--- src/rtl/frame_max_pkg.sv ---
// Shared types and default sizing for the frame maximum tracker slice.
package frame_max_pkg;

    typedef enum logic [1:0] {
        IDLE = 2'd0,
        RUN  = 2'd1,
        HOLD = 2'd2
    } state_e;

    localparam int unsigned DEF_SIZE      = 8;
    localparam int unsigned DEF_FRAME_LEN = 16;

endpackage

--- src/rtl/frame_max_tracker_comparator.sv ---
// Unsigned magnitude comparator reused by the tracker for each running extreme.
module frame_max_tracker_comparator
    import frame_max_pkg::*;
#(
    parameter int unsigned SIZE = DEF_SIZE
) (
    input  logic [SIZE-1:0] a_i,
    input  logic [SIZE-1:0] b_i,
    output logic            a_larger_o,
    output logic            equal_o
);

    assign a_larger_o = (a_i > b_i);
    assign equal_o    = (a_i == b_i);

endmodule

--- src/rtl/frame_max_tracker.sv ---
// Per-frame maximum / first index / tie count over a valid-ready stream.
// Define FRAME_MAX_TRACKER_MIN_EN to also track the frame minimum and its first index.
module frame_max_tracker
    import frame_max_pkg::*;
#(
    parameter int unsigned SIZE      = DEF_SIZE,
    parameter int unsigned FRAME_LEN = DEF_FRAME_LEN,
    localparam int unsigned CNT_W    = $clog2(FRAME_LEN)
) (
    input  logic             clk,
    input  logic             rst,
    input  logic             start,
    input  logic             in_valid,
    output logic             in_ready,
    input  logic [SIZE-1:0]  in_data,
    output logic             out_valid,
    input  logic             out_ready,
    output logic [SIZE-1:0]  max_data,
    output logic [CNT_W-1:0] max_index,
    output logic [CNT_W:0]   eq_count,
`ifdef FRAME_MAX_TRACKER_MIN_EN
    output logic [SIZE-1:0]  min_data,
    output logic [CNT_W-1:0] min_index,
`endif
    output logic             busy
);

    localparam logic [CNT_W-1:0] LAST_IDX = CNT_W'(FRAME_LEN - 1);
    localparam logic [CNT_W-1:0] CNT_ONE  = CNT_W'(1);
    localparam logic [CNT_W:0]   EQ_ONE   = (CNT_W + 1)'(1);

    state_e           state_q, state_d;
    logic [CNT_W-1:0] count_q, count_d;
    logic [SIZE-1:0]  max_q,   max_d;
    logic [CNT_W-1:0] idx_q,   idx_d;
    logic [CNT_W:0]   eq_q,    eq_d;

    logic accept;
    logic last_sample;
    logic first_sample;
    logic in_gt_max;
    logic in_eq_max;

    assign in_ready     = (state_q == RUN);
    assign busy         = (state_q == RUN);
    assign out_valid    = (state_q == HOLD);
    assign accept       = in_valid && in_ready;
    assign last_sample  = (count_q == LAST_IDX);
    assign first_sample = (count_q == '0);

    frame_max_tracker_comparator #(
        .SIZE (SIZE)
    ) u_max_cmp (
        .a_i        (in_data),
        .b_i        (max_q),
        .a_larger_o (in_gt_max),
        .equal_o    (in_eq_max)
    );

    // ---------------------------------------------------------------- FSM
    always_ff @(posedge clk or posedge rst) begin
        if (rst) begin
            state_q <= IDLE;
            count_q <= '0;
        end else begin
            state_q <= state_d;
            count_q <= count_d;
        end
    end

    always_comb begin
        state_d = state_q;
        count_d = count_q;
        case (state_q)
            IDLE: begin
                if (start) begin
                    state_d = RUN;
                    count_d = '0;
                end
            end
            RUN: begin
                if (accept) begin
                    // Counter parks on the last index instead of wrapping.
                    if (last_sample) begin
                        state_d = HOLD;
                    end else begin
                        count_d = count_q + CNT_ONE;
                    end
                end
            end
            HOLD: begin
                if (out_ready) begin
                    if (start) begin
                        state_d = RUN;
                        count_d = '0;
                    end else begin
                        state_d = IDLE;
                    end
                end
            end
            default: begin
                state_d = IDLE;
                count_d = '0;
            end
        endcase
    end

    // ----------------------------------------------------------- datapath
    always_comb begin
        max_d = max_q;
        idx_d = idx_q;
        eq_d  = eq_q;
        if (accept) begin
            if (first_sample || in_gt_max) begin
                max_d = in_data;
                idx_d = count_q;
                eq_d  = EQ_ONE;
            end else if (in_eq_max) begin
                eq_d = eq_q + EQ_ONE;
            end
        end
    end

    always_ff @(posedge clk or posedge rst) begin
        if (rst) begin
            max_q <= '0;
            idx_q <= '0;
            eq_q  <= '0;
        end else begin
            max_q <= max_d;
            idx_q <= idx_d;
            eq_q  <= eq_d;
        end
    end

    assign max_data  = max_q;
    assign max_index = idx_q;
    assign eq_count  = eq_q;

`ifdef FRAME_MAX_TRACKER_MIN_EN
    logic [SIZE-1:0]  min_q,  min_d;
    logic [CNT_W-1:0] midx_q, midx_d;
    logic             min_gt_in;
    logic             min_eq_in;

    // Operands swapped so a_larger means the incoming sample is a new minimum.
    frame_max_tracker_comparator #(
        .SIZE (SIZE)
    ) u_min_cmp (
        .a_i        (min_q),
        .b_i        (in_data),
        .a_larger_o (min_gt_in),
        .equal_o    (min_eq_in)
    );

    always_comb begin
        min_d  = min_q;
        midx_d = midx_q;
        if (accept && (first_sample || min_gt_in)) begin
            min_d  = in_data;
            midx_d = count_q;
        end
    end

    always_ff @(posedge clk or posedge rst) begin
        if (rst) begin
            min_q  <= '0;
            midx_q <= '0;
        end else begin
            min_q  <= min_d;
            midx_q <= midx_d;
        end
    end

    assign min_data  = min_q;
    assign min_index = midx_q;

    logic unused_min_eq;
    assign unused_min_eq = min_eq_in;
`endif

endmodule
--- config.mk ---
export PLATFORM = sky130hd
export DESIGN_NAME = frame_max_tracker
export DESIGN_NICKNAME = d
export VERILOG_FILES = /design/src/rtl/frame_max_pkg.sv /design/src/rtl/frame_max_tracker_comparator.sv /design/src/rtl/frame_max_tracker.sv
export SDC_FILE = /design/constraint.sdc
export NUM_CORES = 1
export LEC_CHECK = 0
export ABC_AREA = 1
export BUFFER_PORTS_ARGS = -buffer_cell sky130_fd_sc_hd__buf_4
export CORE_MARGIN = 1.5
export CORE_UTILIZATION = 45
export CTS_CLUSTER_DIAMETER = 120
export DETAILED_ROUTE_END_ITERATION = 12
export PLACE_DENSITY = 0.69
export SYNTH_ARGS = -nofsm -noshare
export SYNTH_HDL_FRONTEND = slang
export SYNTH_SLANG_ARGS = --single-unit
--- constraint.sdc ---
create_clock -name clk -period 1.8 [get_ports clk]
set_input_delay 0.36 -clock clk [delete_from_list [all_inputs] [get_ports clk]]
set_output_delay 0.36 -clock clk [all_outputs]
set_load 0.005 [all_outputs]
==> flow_summary.yaml <==
outcome:
  status: "finished, final reports clean"
layout:
  drive_above_1_share_pct: 27.5
  nets: 236
  syn2layout_area_growth_pct: 25.2
  fill_cells: 279
  layout_commonest_cell: "nand2_1"
  fin_cells: 244
  layout_common_cells: "nand2_1 (49), buf_4 (38), inv_1 (26)"
  postLayoutCellArea_um2: 1750
  antenna_cells: 0
floorplanning:
  num_rows: 20
  start_util_pct: 46.5
  design.core.area_um2: 3000
  die_w_um: 58.7
  ioPinCount: 33
  die_area_um2: 3440
  die_h_um: 58.7
grt:
  grt_pass1_wl_um: 5040
  grt_pass1_vias: 1219
  grt_max_degree: 24
  grt_use_total_pct: 19.0
  antenna_found_initial: 0
  gr-total-overflow: 0
clock_tree:
  clkSinkCount: 23
  clk-insertion-delay-late_ns: 0.31
  h-tree-depth: 1
  max-clock-path-buffers: 2
  tritoncts: "yes"
  cts_root_buffer: "clkbuf_4"
  cts_made_buffers: 3
  postCtsHoldBufs: 0
  path_clk_slew_ns: 0.13
routing:
  routed_wire_length_per_instance_um: 12.4
  dr_total_vias: 1247
  via_per_inst: 5.11
  firstDrtPassIters: 4
  routed_wl_um: 3030
  ant_nets: 0
  route.detailed.drc: 0
  drtIter0Drc: 46
sta:
  min_period_ns: 1.67
  fin_tns_setup_ns: 0
  maxSlewViolCount: 0
  worstMarginPinSlew_ns: 0.303
  setup_viol: 0
  final.setup_skew_ns: 0.00983
  finalCritPeriodShare_pct: 93.0
  fmax_ghz: 0.597
  relSlewSlack_pct: 79.8
  hold_viol_final: 0
  rsz0062_at_grt: "no"
  whs_ns: 0.0716
pwr:
  ir_worst_vdd_mv: 0.669
  p_per_area_nw_per_um2: 1380
  p_leak_uw: 0.000959
setup_path:
  end_kind: "register"
  startpoint: "max_data[2]$_DFFE_PP0P_"
  r2r_cells: 13
  reg2reg_to: "max_data[7]$_DFFE_PP0P_"
  worst-setup-path-type: "reg2reg"
  endpoint: "max_data[7]$_DFFE_PP0P_"
  path_max_fanout: 11
  crit_path_start_kind: "register"
  cp_data_required_time_ns: 2.00
  r2r-start: "max_data[2]$_DFFE_PP0P_"
  ff2ff_setup_slack_ns: 0.13
  arrival_ns: 1.88
logic_synthesis:
  synthesis.area_um2: 1400
  synth_seq_cells: 23
  syn_nets: 196
  synth_seq_area_share_pct: 41.3
  ys_warn_count: 0
  synth_cell_types: 24
  synth_area_per_cell_um2: 8.11
  syn_inst: 172
flow_run:
  max_cap_violations: 0
placed_design:
  dp_hpwl_um: 2350
  gp_congestion: 0.877
  place_area_um2: 1690
  port_buffers: 32
  placed_cells: 237
hold_path:
  hp-class: "in2async"
[sequential cells by signal (all words and copies together) (netlist names)]
register and cells:
state_q 2, count_q 4, max_index 4, eq_count 5, max_data 8
[how the worst min path moves through the flow]
stage,cells after the start,slack (ns),end
after floorplan,1,0.36,count_q[0]$_DFFE_PP0P_
after global placement,3,0.42,max_index[2]$_DFFE_PP0P_
after detailed placement,3,0.43,max_index[2]$_DFFE_PP0P_
after CTS,3,0.08,max_index[2]$_DFFE_PP0P_
after global routing,3,0.10,max_data[2]$_DFFE_PP0P_
final,3,0.07,max_data[2]$_DFFE_PP0P_
[area by class of cell]
| type | count | area (um2) | share of cell area (%) |
|---|---|---|---|
| Timing Repair Buffer | 39 | 305 | 17.5 |
| Multi-Input combinational cell | 117 | 692 | 39.6 |
| Sequential cell | 23 | 576 | 33.0 |
| Clock buffer | 4 | 26.3 | 1.50 |
| Tap cell | 33 | 41.3 | 2.36 |
| Inverter | 28 | 106 | 6.09 |
[worst max-delay path, stage by stage (launching register included)]
cell and delay, ns:
dfrtp_1 0.40, inv_1 0.06, ha_1 0.26, nand2_1 0.06
inv_1 0.06, nand2_1 0.06, nand2_1 0.05, nand2_1 0.08
nand2_1 0.07, nand2_2 0.09, nand2_4 0.09, buf_12 0.16
nand3_1 0.06, nand2_1 0.07
[per-stage QoR]
stage / utilization, % / worst slack, ns / power [uW]
floorplan: - / 0.198 / 1640
global route: 58.2 / 0.000702 / 2640
CTS: 57.0 / 0.0929 / 2380
detailed placement: 56.1 / 0.0147 / 2130
finish: 58.2 / 0.126 / 2420
global placement: 56.1 / 0.0666 / 2080
[synthesized netlist by cell type]
cell      count  area (um2)
a21oi_2       2        17.5
ha_1         11         138
nand2_1      49         184
nand2_2       3        18.8
inv_1        26        97.6
a21o_1        1        7.51
buf_6         1        11.3
or2_2         1        6.26
o21ai_0       6        30.0
clkinv_2      1        5.00
inv_2         1        3.75
dfrtp_1      23         576
nor2_2        1        6.26
buf_4         3        22.5
nor2_4        2        22.5
a21oi_1       3        15.0
nor2_1        3        11.3
nand4_2       1        12.5
o21ai_1       3        15.0
nand3b_1      1        7.51
nand3_1      20         100
nand4_1       3        18.8
xor2_1        4        35.0
nand2_4       3        33.8
[power by group]
part	internal, uW	switching (uW)	total [uW]
clock network	86.5	152	238
logic	615	760	1380
registers	675	127	802
[cell families after synthesis]
kind of cell	share of synthesized area, %
compound gates	6.10
buf+inv	10.0
simple gates	30.2
xor+xnor	2.51
flops	41.3
fa+ha+maj	9.87
[layer usage]
layer | GRT usage (%) | vias up | part of all wire [%]
met5 | 0 | - | 0
li1 | - | 626 | -
met1 | 23.0 | 582 | 43
met2 | 34.0 | 32 | 51
met3 | 3.30 | 7 | 3.4
met4 | 6.17 | 0 | 1.9
[timing repair]
item / CTS / global route
endpoints found under the setup margin: 0 / 12
resized for setup: 0 / 1
buffers inserted: 0 / 3
Note: power is estimated with default switching activity, not from simulation.
